File: src/rtl/dsm_pkg.sv
// Shared definitions for the delta-sigma H-bridge driver: PWM code constants,
// driver state enum (whose values are the state_o encoding), timer width and
// small decode helpers.
package dsm_pkg;

   localparam int unsigned TMR_W = 4;

   localparam logic [1:0] PWM_ZERO = 2'b00;
   localparam logic [1:0] PWM_POS  = 2'b01;
   localparam logic [1:0] PWM_NEG  = 2'b10;
   localparam logic [1:0] PWM_INV  = 2'b11;

   // Enum values double as the state_o encoding.
   typedef enum logic [2:0] {
      ST_ZERO  = 3'd0,
      ST_POS   = 3'd1,
      ST_NEG   = 3'd2,
      ST_DEAD  = 3'd3,
      ST_FAULT = 3'd4
   } drv_state_e;

   // Conducting state requested by a modulator code; the invalid code maps to zero.
   function automatic drv_state_e pwm_target(input logic [1:0] code);
      drv_state_e t;
      case (code)
         PWM_POS: t = ST_POS;
         PWM_NEG: t = ST_NEG;
         default: t = ST_ZERO;
      endcase
      return t;
   endfunction

   // Gate pattern {hs_a, ls_a, hs_b, ls_b} for a state; anything not conducting is all-off.
   function automatic logic [3:0] gate_decode(input drv_state_e st);
      logic [3:0] g;
      case (st)
         ST_ZERO: g = 4'b0101;
         ST_POS:  g = 4'b1001;
         ST_NEG:  g = 4'b0110;
         default: g = 4'b0000;
      endcase
      return g;
   endfunction

endpackage

File: src/rtl/dsm_dead_timer.sv
// Shared dead-time / minimum-hold down-counter. Load a value, count down to
// zero and hold there; expired_o is high while the count is zero.
module dsm_dead_timer
   import dsm_pkg::*;
(
   input  logic             clock,
   input  logic             load_i,
   input  logic [TMR_W-1:0] load_val_i,
   output logic             expired_o
);

   logic [TMR_W-1:0] cnt_q;
   logic [TMR_W-1:0] cnt_d;

   // Next count: load wins, otherwise decrement and saturate at zero.
   always_comb begin
      cnt_d = cnt_q;
      if (load_i) begin
         cnt_d = load_val_i;
      end else if (cnt_q != '0) begin
         cnt_d = cnt_q - 1'b1;
      end
   end

   // Count register; reset is delivered by the owner as a load.
   always_ff @(posedge clock) begin
      cnt_q <= cnt_d;
   end

   assign expired_o = (cnt_q == '0);

endmodule

File: src/rtl/dsm_bridge_driver.sv
// H-bridge gate driver for a 3-level delta-sigma modulator output. Inserts
// all-off dead time on every change of conducting state and enforces a minimum
// on-time per state. Optional fault latch enabled by DSM_DRV_FAULT_EN; without
// it the fault ports are ignored and fault_o is tied low.
module dsm_bridge_driver
   import dsm_pkg::*;
#(
   parameter int unsigned DEAD_CYC = 4,
   parameter int unsigned MIN_ON   = 2
) (
   input  logic       clock,
   input  logic       reset,
   input  logic [1:0] pwm,
   input  logic       fault_i,
   input  logic       fault_clr_i,
   output logic       hs_a,
   output logic       ls_a,
   output logic       hs_b,
   output logic       ls_b,
   output logic [2:0] state_o,
   output logic       err_invalid,
   output logic       fault_o
);

   // Count reloads: the timer expires after DEAD_CYC / MIN_ON occupied cycles.
   localparam logic [TMR_W-1:0] DEAD_LD = TMR_W'(DEAD_CYC - 1);
   localparam logic [TMR_W-1:0] HOLD_LD = TMR_W'(MIN_ON - 1);

   drv_state_e       state_q, state_d;
   logic [1:0]       pwm_q, pwm_d;
   logic             err_q, err_d;
   logic [3:0]       gates_q, gates_d;
   logic             tmr_load;
   logic [TMR_W-1:0] tmr_val;
   logic             tmr_expired;
   drv_state_e       target;

   assign target = pwm_target(pwm_q);

   dsm_dead_timer u_timer (
      .clock      (clock),
      .load_i     (tmr_load),
      .load_val_i (tmr_val),
      .expired_o  (tmr_expired)
   );

   // Next state, timer control and sticky error; reset forces DEAD with dead time loaded.
   always_comb begin
      state_d  = state_q;
      tmr_load = 1'b0;
      tmr_val  = DEAD_LD;
      pwm_d    = pwm;
      err_d    = err_q | (pwm_q == PWM_INV);

      case (state_q)
         ST_ZERO, ST_POS, ST_NEG: begin
            // A pending change simply waits here until the hold time has run out.
            if ((target != state_q) && tmr_expired) begin
               state_d  = ST_DEAD;
               tmr_load = 1'b1;
               tmr_val  = DEAD_LD;
            end
         end
         ST_DEAD: begin
            // Leave to whatever pwm_q asks for now, even the state just left.
            if (tmr_expired) begin
               state_d  = target;
               tmr_load = 1'b1;
               tmr_val  = HOLD_LD;
            end
         end
         ST_FAULT: begin
`ifdef DSM_DRV_FAULT_EN
            if (fault_clr_i && !fault_i) begin
               state_d  = ST_DEAD;
               tmr_load = 1'b1;
               tmr_val  = DEAD_LD;
            end
`else
            state_d  = ST_DEAD;
            tmr_load = 1'b1;
            tmr_val  = DEAD_LD;
`endif
         end
         default: begin
            state_d  = ST_DEAD;
            tmr_load = 1'b1;
            tmr_val  = DEAD_LD;
         end
      endcase

`ifdef DSM_DRV_FAULT_EN
      // Fault pre-empts any transition decided above.
      if (fault_i) begin
         state_d  = ST_FAULT;
         tmr_load = 1'b0;
      end
`endif

      if (reset) begin
         state_d  = ST_DEAD;
         tmr_load = 1'b1;
         tmr_val  = DEAD_LD;
         pwm_d    = PWM_ZERO;
         err_d    = 1'b0;
      end

      gates_d = gate_decode(state_d);
   end

   // State, input sample, error flag and gate drives all update on the same edge.
   always_ff @(posedge clock) begin
      state_q <= state_d;
      pwm_q   <= pwm_d;
      err_q   <= err_d;
      gates_q <= gates_d;
   end

   assign {hs_a, ls_a, hs_b, ls_b} = gates_q;
   assign state_o     = state_q;
   assign err_invalid = err_q;

`ifdef DSM_DRV_FAULT_EN
   assign fault_o = (state_q == ST_FAULT);
`else
   logic unused_fault;
   assign unused_fault = fault_i ^ fault_clr_i;
   assign fault_o      = 1'b0;
`endif

endmodule

File: config.mk
export PLATFORM = sky130hd
export DESIGN_NAME = dsm_bridge_driver
export DESIGN_NICKNAME = d
export VERILOG_FILES = /design/src/rtl/dsm_pkg.sv /design/src/rtl/dsm_dead_timer.sv /design/src/rtl/dsm_bridge_driver.sv
export SDC_FILE = /design/constraint.sdc
export NUM_CORES = 1
export LEC_CHECK = 0
export ABC_AREA = 1
export CAP_MARGIN = 20
export CORE_MARGIN = 8
export CORE_UTILIZATION = 36
export CTS_CLUSTER_SIZE = 28
export DETAILED_ROUTE_END_ITERATION = 6
export PLACE_DENSITY_LB_ADDON = 0.2
export SLEW_MARGIN = 20
export SYNTH_ARGS = -nofsm -noshare
export SYNTH_HDL_FRONTEND = slang
export SYNTH_SLANG_ARGS = --single-unit
File: constraint.sdc
create_clock -name clock -period 4 [get_ports clock]
set_input_delay 0.6 -clock clock [delete_from_list [all_inputs] [get_ports clock]]
set_output_delay 0.6 -clock clock [all_outputs]
set_load 0.01 [all_outputs]
=== Yosys cells after proc, flatten, opt, wreduce, memory -nomap -nowiden ===
Index checks and enable logic that the tools add are counted.

* Bitwise gates (word level): 1
* Reduce and logical (&&, ||, !) cells: 7
* Mux-type cells: 15
* $add $sub $neg: 1
* Equal/unequal tests: 9

{| class="wikitable"
|+ Operators by type and width
! operator !! number
|-
| 2-to-1 mux 4 bit || 3
|-
| case mux 4 bit (3 select lines) || 1
|-
| == test 3 x 2 -> 1 bit, second input constant || 3
|-
| 2-to-1 mux 3 bit || 3
|-
| == test 3 x 1 -> 1 bit, second input constant || 2
|-
| logical NOT 3 bit || 2
|-
| case mux 3 bit (2 select lines) || 1
|-
| == test 2 bit, second input constant || 2
|-
| logical NOT 4 bit || 1
|-
| 2-to-1 mux 2 bit || 2
|-
| case mux 2 bit (2 select lines) || 1
|-
| nonzero test 4 bit || 1
|-
| subtractor 4 x 1 -> 4 bit, second input constant || 1
|-
| 2-to-1 mux 1 bit || 3
|-
| != test 3 bit || 1
|-
| OR reduction 3 bit || 1
|-
| == test 2 x 1 -> 1 bit, second input constant || 1
|-
| case mux 1 bit (2 select lines) || 1
|-
| nonzero test 2 bit || 1
|-
| logical AND 1 bit || 1
|-
| bitwise OR 1 bit || 1
|}

* Logic and storage cells: 38
* Output and inout bits: 9
* Register bits after elaboration: 14
* Bits of input ports: 6

=== Longest topological paths before layout ===
Gate-level depths: netlist of run 1.

* Word-level depth: 9
* Mapped depth: 9
* Gate-level depth less buffers: 9

=== By module ===
Synthesis of run 1 repeated with hierarchy kept, for this count alone.

* Cell total of the unflattened synthesis: 88
* Area total of the unflattened synthesis: 688.2 sq um

{| class="wikitable"
|+ By module, submodules not included
! module !! cells each !! seq. area each (sq um) !! instances !! area each (sq um)
|-
| dsm_bridge_driver || 62 || 200.2 || 1 || 464.2
|-
| dsm_dead_timer || 26 || 120.1 || 1 || 224.0
|}

=== Least setup slack after synthesis of run 1 ===
No wires, ideal clock.

* Kind: reg-to-reg
* Start: register u_timer.cnt_q[0]
* End: register u_timer.cnt_q[0] (enable)
* Required time: 3,685 ps
* Slack: 2,519 ps
* Cell stages (with the launch flop): 7
* Library setup time: 315 ps
* Buffers on the path: 0
* Arrival time: 1,166 ps
* Clock period less this slack: 1,481 ps
* Cell sequence: edfxtp_1 inv_1 ha_1 nand2_2 nor3_2 nand2_4 nand4_1

* Cells in the longest elaborated chain, start to end: 6
* Elaborated cells between the ends (all ways): 8
* Those cells by class: 4 x mux; 4 x reduce/logical

{| class="wikitable"
|+ Ends and longest elaborated chain
! element !! RTL line !! text
|-
| start, declared || dsm_dead_timer.sv:12 || <nowiki>logic [TMR_W-1:0] cnt_q;</nowiki>
|-
| start signal, assigned || dsm_dead_timer.sv:27 || <nowiki>cnt_q <= cnt_d;</nowiki>
|-
| logical NOT 4 bit || dsm_dead_timer.sv:30 || <nowiki>assign expired_o = (cnt_q == '0);</nowiki>
|-
| logical AND 1 bit || dsm_bridge_driver.sv:58 || <nowiki>if ((target != state_q) && tmr_expired) begin</nowiki>
|-
| 2-to-1 mux 1 bit || dsm_bridge_driver.sv:58 ||
|-
| case mux 1 bit (2 select lines) || dsm_bridge_driver.sv:55 || <nowiki>case (state_q)</nowiki>
|-
| 2-to-1 mux 1 bit || dsm_bridge_driver.sv:100 || <nowiki>if (reset) begin</nowiki>
|-
| nonzero test 2 bit (no source line) * || n/a ||
|}

Mark *: on every way between the ends. The rest lies on a longest branch, timed or not.
A chain may end at the register's enable or synchronous reset.

=== Final worst setup path of run 1 ===
* Start: register state_q[2] (netlist: state_o[2])
* End: output port state_o[2]

{| class="wikitable"
|+ RTL lines
! element !! RTL line !! text
|-
| start, declared || dsm_bridge_driver.sv:29 || <nowiki>drv_state_e state_q, state_d;</nowiki>
|-
| start signal, assigned || dsm_bridge_driver.sv:113 || <nowiki>state_q <= state_d;</nowiki>
|-
| end, declared || dsm_bridge_driver.sv:20 || <nowiki>output logic [2:0] state_o,</nowiki>
|}

No word-level cell between the ends.

==> metrics, run 1 <==
Initial DRC Count=14; syn_area_per_cell=just under 9 um^2; Static Leakage=about 0.00039 uW; hold_ws=approximately 480 ps; Final setup viols=0; Fmax=between 0.4 and 0.5 GHz; CP Cell Sequence=clkdlybuf4s50_1; post-synth cell types=24; Post-Synthesis Cell Area=about 700 um^2; TritonCTS clock tree=done; RSZ-0062 raised after global routing=no; main combinational cell family by area after synthesis=simple AND/OR/NAND/NOR gates; hpwl dp=a little under 1000 um; Resized cells post-CTS=0; CTS root buf=clkbuf_4; Die X=~60 um; gp weighted congestion=roughly 0.82; Detailed Route WL=about 1200 um; pre-CTS setup slack=about 2100 ps; FP Rows=16; first-pass GRT wire length=roughly 2100 um; Synth Register Bits=14; area delta synth->final=23.9%; cell area power density=roughly 320 nW/um^2; crit-path max cell delay=610 ps; Worst Skew=between 15 and 20 ps; Crit path max-delay family=buffers and inverters; PortBufs=11; peak supply drop=roughly 0.00021 V; complex-gate fraction of the synthesized area=0.0468; die area=3600 um^2; Final Max Slew Viols=0; commonest non-fill, non-tap cells in the layout=nand2_1, clkdlybuf4s50_1, dfxtp_1; Worst Path Class, Setup=flop to output port; DR vias=532; sequential-to-total area share from yosys stat=0.460; layout cells sized above 1=0.232; Post-Layout Cell Count=approximately 120; Clock transition at path regs=roughly 70 ps; Net count, final=103; Hold Path Class=flop to flop; Worst Path Buf+Inv=1; Vias/cell=around 4.4; DRC=0; post-layout minimum cycle time=between 2000 and 2500 ps; GRT Util Overall=0.0803; Top-Level Pins=15; crit-path max FO=5; clk sinks=14; Post-Syn Instances=80; hold_buf cts=0; DRT antenna net count=0; H-tree depth=1; Starting Density=0.370; CP Data Arrival Time=approximately 1400 ps; CP Launch Type=flop; Max Cap Violations=0; chip height=60.0 um; drt pass-1 iters=4; grt total ovfl=0; crit end category=output port; outcome=finished, final reports clean; yosys warns=0; diode count=0; Synth Area in Adders=0.0180; initial antenna violation count=0; post-synthesis xor/xnor area fraction=0.0252; Crit path required time=3400 ps; setup TNS=0 ps; Cells after DPL=118; largest net degree at the start of global routing=9; Core ar.=around 1900 um^2; clock tree buffer depth=2; Final Cycle Share=0.501; Post-CTS Repair Setup Buffers=0; Slowest-stage cell, CP=clkdlybuf4s50_1; clk_lat worst skew=around 290 ps; Synth Area in Simple Gates=0.363; final hold violation count=0; average routed wire per standard cell=between 10 and 15 um; commonest non-fill, non-tap cell in the layout=nand2_1; mux contribution to synthesized area=0; Fill cells=201; Num CTS Buffers=3; Final Worst Setup Slack=1990 ps; vias in the first global route=502
## final timing paths
path / to / cells after the start / from / slack (ps)
worst min-delay path: err_invalid / 2 / err_invalid / 480
worst min register to register: err_invalid / 2 / err_invalid / 480
worst max-delay path: state_o[2] / 1 / state_o[2] / 1990
worst max register to register: u_timer.cnt_q[1] / 6 / u_timer.cnt_q[0] / 2380
## kinds of logic after synthesis
logic type / after synthesis
adders and majority gates: 1
and+or+nand+nor: 44
other: 1
buffers and inverters: 14
xor gates and xnor gates: 2
DFF: 14
AOI/OAI and AO/OA: 4
## cells in the mapped netlist
cell type / number / area [um^2]
a21boi_2: 1 / 11.3
a21oi_1: 1 / 5.00
buf_4: 1 / 7.51
conb_1: 1 / 3.75
dfxtp_1: 10 / 200
edfxtp_1: 4 / 120
ha_1: 1 / 12.5
inv_1: 9 / 33.8
inv_2: 4 / 15.0
nand2_1: 13 / 48.8
nand2_2: 3 / 18.8
nand2_4: 1 / 11.3
nand3_1: 6 / 30.0
nand3_2: 2 / 20.0
nand3_4: 1 / 17.5
nand4_1: 2 / 12.5
nor2_1: 9 / 33.8
nor2_2: 4 / 25.0
nor2_8: 1 / 20.0
nor3_1: 1 / 5.00
nor3_2: 1 / 10.0
o211ai_1: 1 / 7.51
o21ai_2: 1 / 8.76
xnor2_1: 2 / 17.5
## power by group
group	switching (uW)	internal (uW)
logic	19.3	16.9
registers	5.62	151
clock network	44.4	38.7
## area by class of cell
| cell class | count | area [um^2] | area share |
|---|---|---|---|
| Sequential cell | 14 | 320 | 0.372 |
| Tap cell | 27 | 33.8 | 0.0392 |
| Timing Repair Buffer | 11 | 110 | 0.128 |
| Multi-Input combinational cell | 53 | 323 | 0.374 |
| Clock buffer | 4 | 26.3 | 0.0305 |
| Inverter | 13 | 48.8 | 0.0566 |
## worst min-delay path, cell delays in order (launching register included)
cell     delay [ps]
dfxtp_1         330
a21oi_1          40
nor2_1           70
## routing by layer
| layer | global-route usage | wire length, um | vias to the layer above |
|---|---|---|---|
| li1 | - | - | 281 |
| met1 | 0.0910 | 557 | 236 |
| met2 | 0.117 | 568 | 11 |
| met3 | 0.0387 | 80 | 4 |
| met4 | 0.0510 | 24 | 0 |
| met5 | 0 | 0 | - |
## state kept, by name (all words and copies together) (netlist names)
signal / flops
err_invalid: 1
gates_q: 4
pwm_q: 2
state_o: 3
u_timer.cnt_q: 4
## stage by stage
step,cell area (um^2),utilization,power [uW]
global placement,836,0.444,196
finish,862,0.458,276
detailed placement,836,0.444,197
CTS,862,0.458,281
global route,862,0.458,293
floorplan,699,-,183
Power figures use the tool's default switching activity.
==> run 2: changes to the inputs <==
==> constraint.sdc (replaced) <==
create_clock -name clock -period 2.1 [get_ports clock]
set_input_delay 0.315 -clock clock [delete_from_list [all_inputs] [get_ports clock]]
set_output_delay 0.315 -clock clock [all_outputs]
set_load 0.01 [all_outputs]
==> metrics, run 2 (synthesized netlist as in run 1, its figures left out) <==
Worst Min Path Start=err_invalid; CTS root buf=clkbuf_4; Top-Level Pins=15 (unchanged); cell area power density=641 nW/um^2 (+100%); Worst Skew=3.99 ps (-11.0 ps); clock tree buffer depth=2 (unchanged); PortBufs=11 (unchanged); RSZ-0062 raised after global routing=no; area delta synth->final=25.4%; CP Cell Sequence=clkdlybuf4s50_1; Num CTS Buffers=3 (unchanged); Reg2Reg Capture Point=u_timer.cnt_q[0]; Final Max Slew Viols=0 (unchanged); Crit path max-delay family=buffers and inverters; vias in the first global route=496 (-1.2%); Post-CTS Repair Setup Buffers=0 (unchanged); drt pass-1 iters=3 (-1); Crit path required time=1780 ps (-1620 ps); Max Cap Violations=0 (unchanged); post-layout minimum cycle time=roughly 1700 ps; Worst Hold Depth=2 (unchanged); TritonCTS clock tree=done; largest net degree at the start of global routing=9 (unchanged); die area=3600 um^2 (unchanged); Hold Path Class=flop to flop; layout cells sized above 1=0.242 (+0.0105); DRT antenna net count=0 (unchanged); Core ar.=1880 um^2 (unchanged); average routed wire per standard cell=9.87 um (-2.2%); Post-Layout Cell Count=122 (unchanged); Cells after DPL=118 (unchanged); chip height=60.0 um (unchanged); hpwl dp=963 um (-3.1%); crit end category=output port; hold_buf cts=0 (unchanged); Vias/cell=4.23 (-3.0%); crit path from=state_o[2]; Final Cycle Share=0.828; Die X=60.0 um (unchanged); setup TNS=0 ps (unchanged); Net count, final=103 (unchanged); Reg2Reg Setup Slack=500 ps (-1880 ps); clk sinks=14 (unchanged); Resized cells post-CTS=0 (unchanged); Worst Path Class, Setup=flop to output port; gp weighted congestion=0.837 (+2.5%); Fill cells=198 (-1.5%); GRT Util Overall=0.0799 (-0.000369); worst r2r src=u_timer.cnt_q[0]; first-pass GRT wire length=2050 um (-4.5%); peak supply drop=0.000381 V (+82%); Clock transition at path regs=80 ps (about the same); diode count=0 (unchanged); Worst Path Buf+Inv=1 (unchanged); WHS Endpoint=err_invalid; CP Data Arrival Time=1420 ps (about the same); Static Leakage=0.000394 uW (+1.5%); final hold violation count=0 (unchanged); clk_lat worst skew=280 ps (about the same); DRC=0 (unchanged); grt total ovfl=0 (unchanged); outcome=finished, final reports clean; H-tree depth=1 (unchanged); Final setup viols=0 (unchanged); Detailed Route WL=1200 um (-2.2%); crit-path max cell delay=610 ps (about the same); CP Launch Type=flop; Initial DRC Count=5 (-9); Starting Density=0.370 (unchanged); FP Rows=16 (unchanged); commonest non-fill, non-tap cells in the layout=nand2_1, clkdlybuf4s50_1, dfxtp_1; crit-path max FO=5 (unchanged); initial antenna violation count=0 (unchanged); commonest non-fill, non-tap cell in the layout=nand2_1; Fmax=approximately 0.57 GHz; worst r2r path cells=6 (unchanged); DR vias=516 (-3.0%); Slowest-stage cell, CP=clkdlybuf4s50_1
[run 2: cell counts in the layout (fill, tap and decap cells not counted)]
No cell type changed its count.
[run 2: worst max-delay path by stage]
| stage | depth (start not counted) | slack [ps] | endpoint |
|---|---|---|---|
| after detailed placement | 3 | 470 | u_timer.cnt_q[3] |
| after global placement | 3 | 460 | u_timer.cnt_q[2] |
| after floorplan | 6 | 620 | u_timer.cnt_q[0] |
| after CTS | 1 | 340 | state_o[2] |
| after global routing | 1 | 300 | state_o[2] |
| final | 1 | 360 | state_o[2] |
[run 2: report_power, final]
| part | internal [uW] | switching (uW) |
|---|---|---|
| Sequential | 288 | 10.5 |
| Clock | 105 | 85.5 |
| Combinational | 32.2 | 36.7 |
| Total | 426 | 133 |
[run 2: final cells by class]
| type | count | area (um^2) | share of cell area |
|---|---|---|---|
| clock buffer | 4 | 36.3 | 0.0416 |
| inverter | 13 | 48.8 | 0.0560 |
| tap | 27 | 33.8 | 0.0387 |
| sequential | 14 | 320 | 0.367 |
| timing repair buffer | 11 | 110 | 0.126 |
| multi-input combinational | 53 | 323 | 0.370 |
[run 2: per-stage QoR]
step / hold WS (ps) / util / total power (uW) / setup slack (ps) / cell area [um^2]
6_report: 484 / 0.463 / 559 / 361 / 872
5_1_grt: 518 / 0.463 / 590 / 298 / 872
4_1_cts: 492 / 0.463 / 568 / 340 / 872
3_5_place_dp: 469 / 0.444 / 375 / 466 / 836
3_3_place_gp: 455 / 0.444 / 374 / 455 / 836
2_1_floorplan: 386 / - / 349 / 619 / 699
[run 2: metal layers]
metal	wire length (um)	track usage	vias to the layer above
met1	563	0.0838	223
met2	517	0.112	7
met5	0	0	-
met4	48	0.0816	0
li1	-	-	282
met3	74	0.0366	4
[run 2: worst reg2reg max path, delay by kind of cell, from the launching register on]
family | cells | cell delay (ps)
and+or+nand+nor | 4 | 600
DFF | 1 | 420
adders and majority gates | 1 | 210
buffers and inverters | 1 | 80
==> run 3: changes to the inputs <==
==> constraint.sdc (replaced) <==
create_clock -name clock -period 1.7 [get_ports clock]
set_input_delay 0.255 -clock clock [delete_from_list [all_inputs] [get_ports clock]]
set_output_delay 0.255 -clock clock [all_outputs]
set_load 0.01 [all_outputs]
==> metrics, run 3 (synthesized netlist as in run 1, its figures left out) <==
outcome=finished, final reports clean; CP Data Arrival Time=1320 ps (-100 ps); crit path from=state_o[0]; Fill cells=198 (unchanged); Starting Density=0.370 (unchanged); clk_lat worst skew=270 ps (about the same); Seq. cell area=322 um^2 (+0.39%); cell area power density=778 nW/um^2 (+21%); CP Cell Sequence=clkdlybuf4s50_1; Detailed Route WL=1200 um (-0.50%); layout cells sized above 1=0.260 (+0.0183); Worst Min Path Start=err_invalid; crit-path max cell delay=590 ps (-20 ps); Num CTS Buffers=3 (unchanged); final hold violation count=0 (unchanged); PortBufs=11 (unchanged); hold_ws=492 ps (+7.51 ps); TritonCTS clock tree=done; worst r2r src=u_timer.cnt_q[0]; Max Cap Violations=0 (unchanged); CP Launch Type=flop; GRT Util Overall=0.0741 (-0.00581); Static Leakage=0.000400 uW (+1.4%); hpwl dp=976 um (+1.4%); commonest non-fill, non-tap cells in the layout=nand2_1, clkdlybuf4s50_1, inv_1, nor2_1, dfxtp_1; Clock transition at path regs=80 ps (about the same); diode count=0 (unchanged); DR vias=524 (+1.6%); die area=3600 um^2 (unchanged); clock tree buffer depth=2 (unchanged); CTS root buf=clkbuf_4; average routed wire per standard cell=9.74 um (-1.3%); vias in the first global route=495 (-0.20%); area of the multi-input gates=323 um^2 (unchanged); grt total ovfl=0 (unchanged); Crit path max-delay family=buffers and inverters; commonest non-fill, non-tap cell in the layout=nand2_1; setup TNS=0 ps (unchanged); Worst Path Buf+Inv=1 (unchanged); Fmax=approximately 0.63 GHz; first-pass GRT wire length=1990 um (-3.0%); FP Rows=16 (unchanged); largest net degree at the start of global routing=9 (unchanged); Hold Path Class=flop to flop; Crit path required time=1440 ps (-340 ps); drt pass-1 iters=3 (unchanged); Final setup viols=0 (unchanged); Worst Skew=0.572 ps (-3.42 ps); Vias/cell=4.26 (+0.72%); Final Cycle Share=0.928; peak supply drop=0.000495 V (+30%); gp weighted congestion=0.836 (about the same); Final Max Slew Viols=0 (unchanged); crit end category=output port; H-tree depth=1 (unchanged); DRT antenna net count=0 (unchanged); Net count, final=104 (+0.97%); Core ar.=1880 um^2 (unchanged); Slowest-stage cell, CP=clkdlybuf4s50_1; crit-path max FO=7 (+2); clk sinks=14 (unchanged); final core occ=0.468 (+0.00465); Top-Level Pins=15 (unchanged); chip height=60.0 um (unchanged); Worst Path Class, Setup=flop to output port; area delta synth->final=26.6%; RSZ-0062 raised after global routing=no; post-layout minimum cycle time=between 1500 and 2000 ps; Die X=60.0 um (unchanged); Initial DRC Count=6 (+1); initial antenna violation count=0 (unchanged); DRC=0 (unchanged)
==> run 3: cell count changes in the layout (fill, tap and decap cells not counted), sizes merged <==
| cell | previous run | this run |
|---|---|---|
| buf | 0 | 1 |
==> run 3: repair_timing <==
action	CTS	global route
hold buffers	0	0
setup endpoints to repair	0	1
setup buffers	0	0
resized for setup	0	1
==> run 3: worst paths after layout <==
path | to | slack (ps) | cells past startpoint
setup / recovery | state_o[0] | 120 | 1
hold / removal | err_invalid | 490 | 2
setup reg to reg | u_timer.cnt_q[1] | 130 | 6
hold reg to reg | err_invalid | 490 | 2
==> run 3: final cells by class <==
type                            count  share of cell area
Multi-Input combinational cell     53               0.366
Sequential cell                    14               0.365
Timing Repair Buffer               12               0.134
Inverter                           13              0.0554
Clock buffer                        4              0.0412
Tap cell                           27              0.0384
==> run 3: per-stage QoR <==
stage | area [um^2] | total power [uW] | setup WS [ps] | std cells
finish | 881 | 685 | 122 | 123
global route | 881 | 728 | 33.1 | 123
CTS | 880 | 694 | 17.1 | 123
detailed placement | 843 | 464 | 117 | 119
global placement | 843 | 463 | 116 | 119
floorplan | 699 | 431 | 219 | 81
==> run 3: metal layers <==
layer	wire (um)	GRT usage	vias to the layer above	share of wire
met5	0	0	-	0
met4	34	0.0612	0	0.028
met3	60	0.0280	5	0.050
met2	541	0.114	8	0.45
met1	561	0.0786	227	0.47
li1	-	-	284	-
==> run 3: report_power, final <==
group          total [uW]  switching, uW  internal, uW
sequential            369           13.0           356
clock                 230           99.4           130
combinational        86.5           45.9          40.6
total                 685            158           527
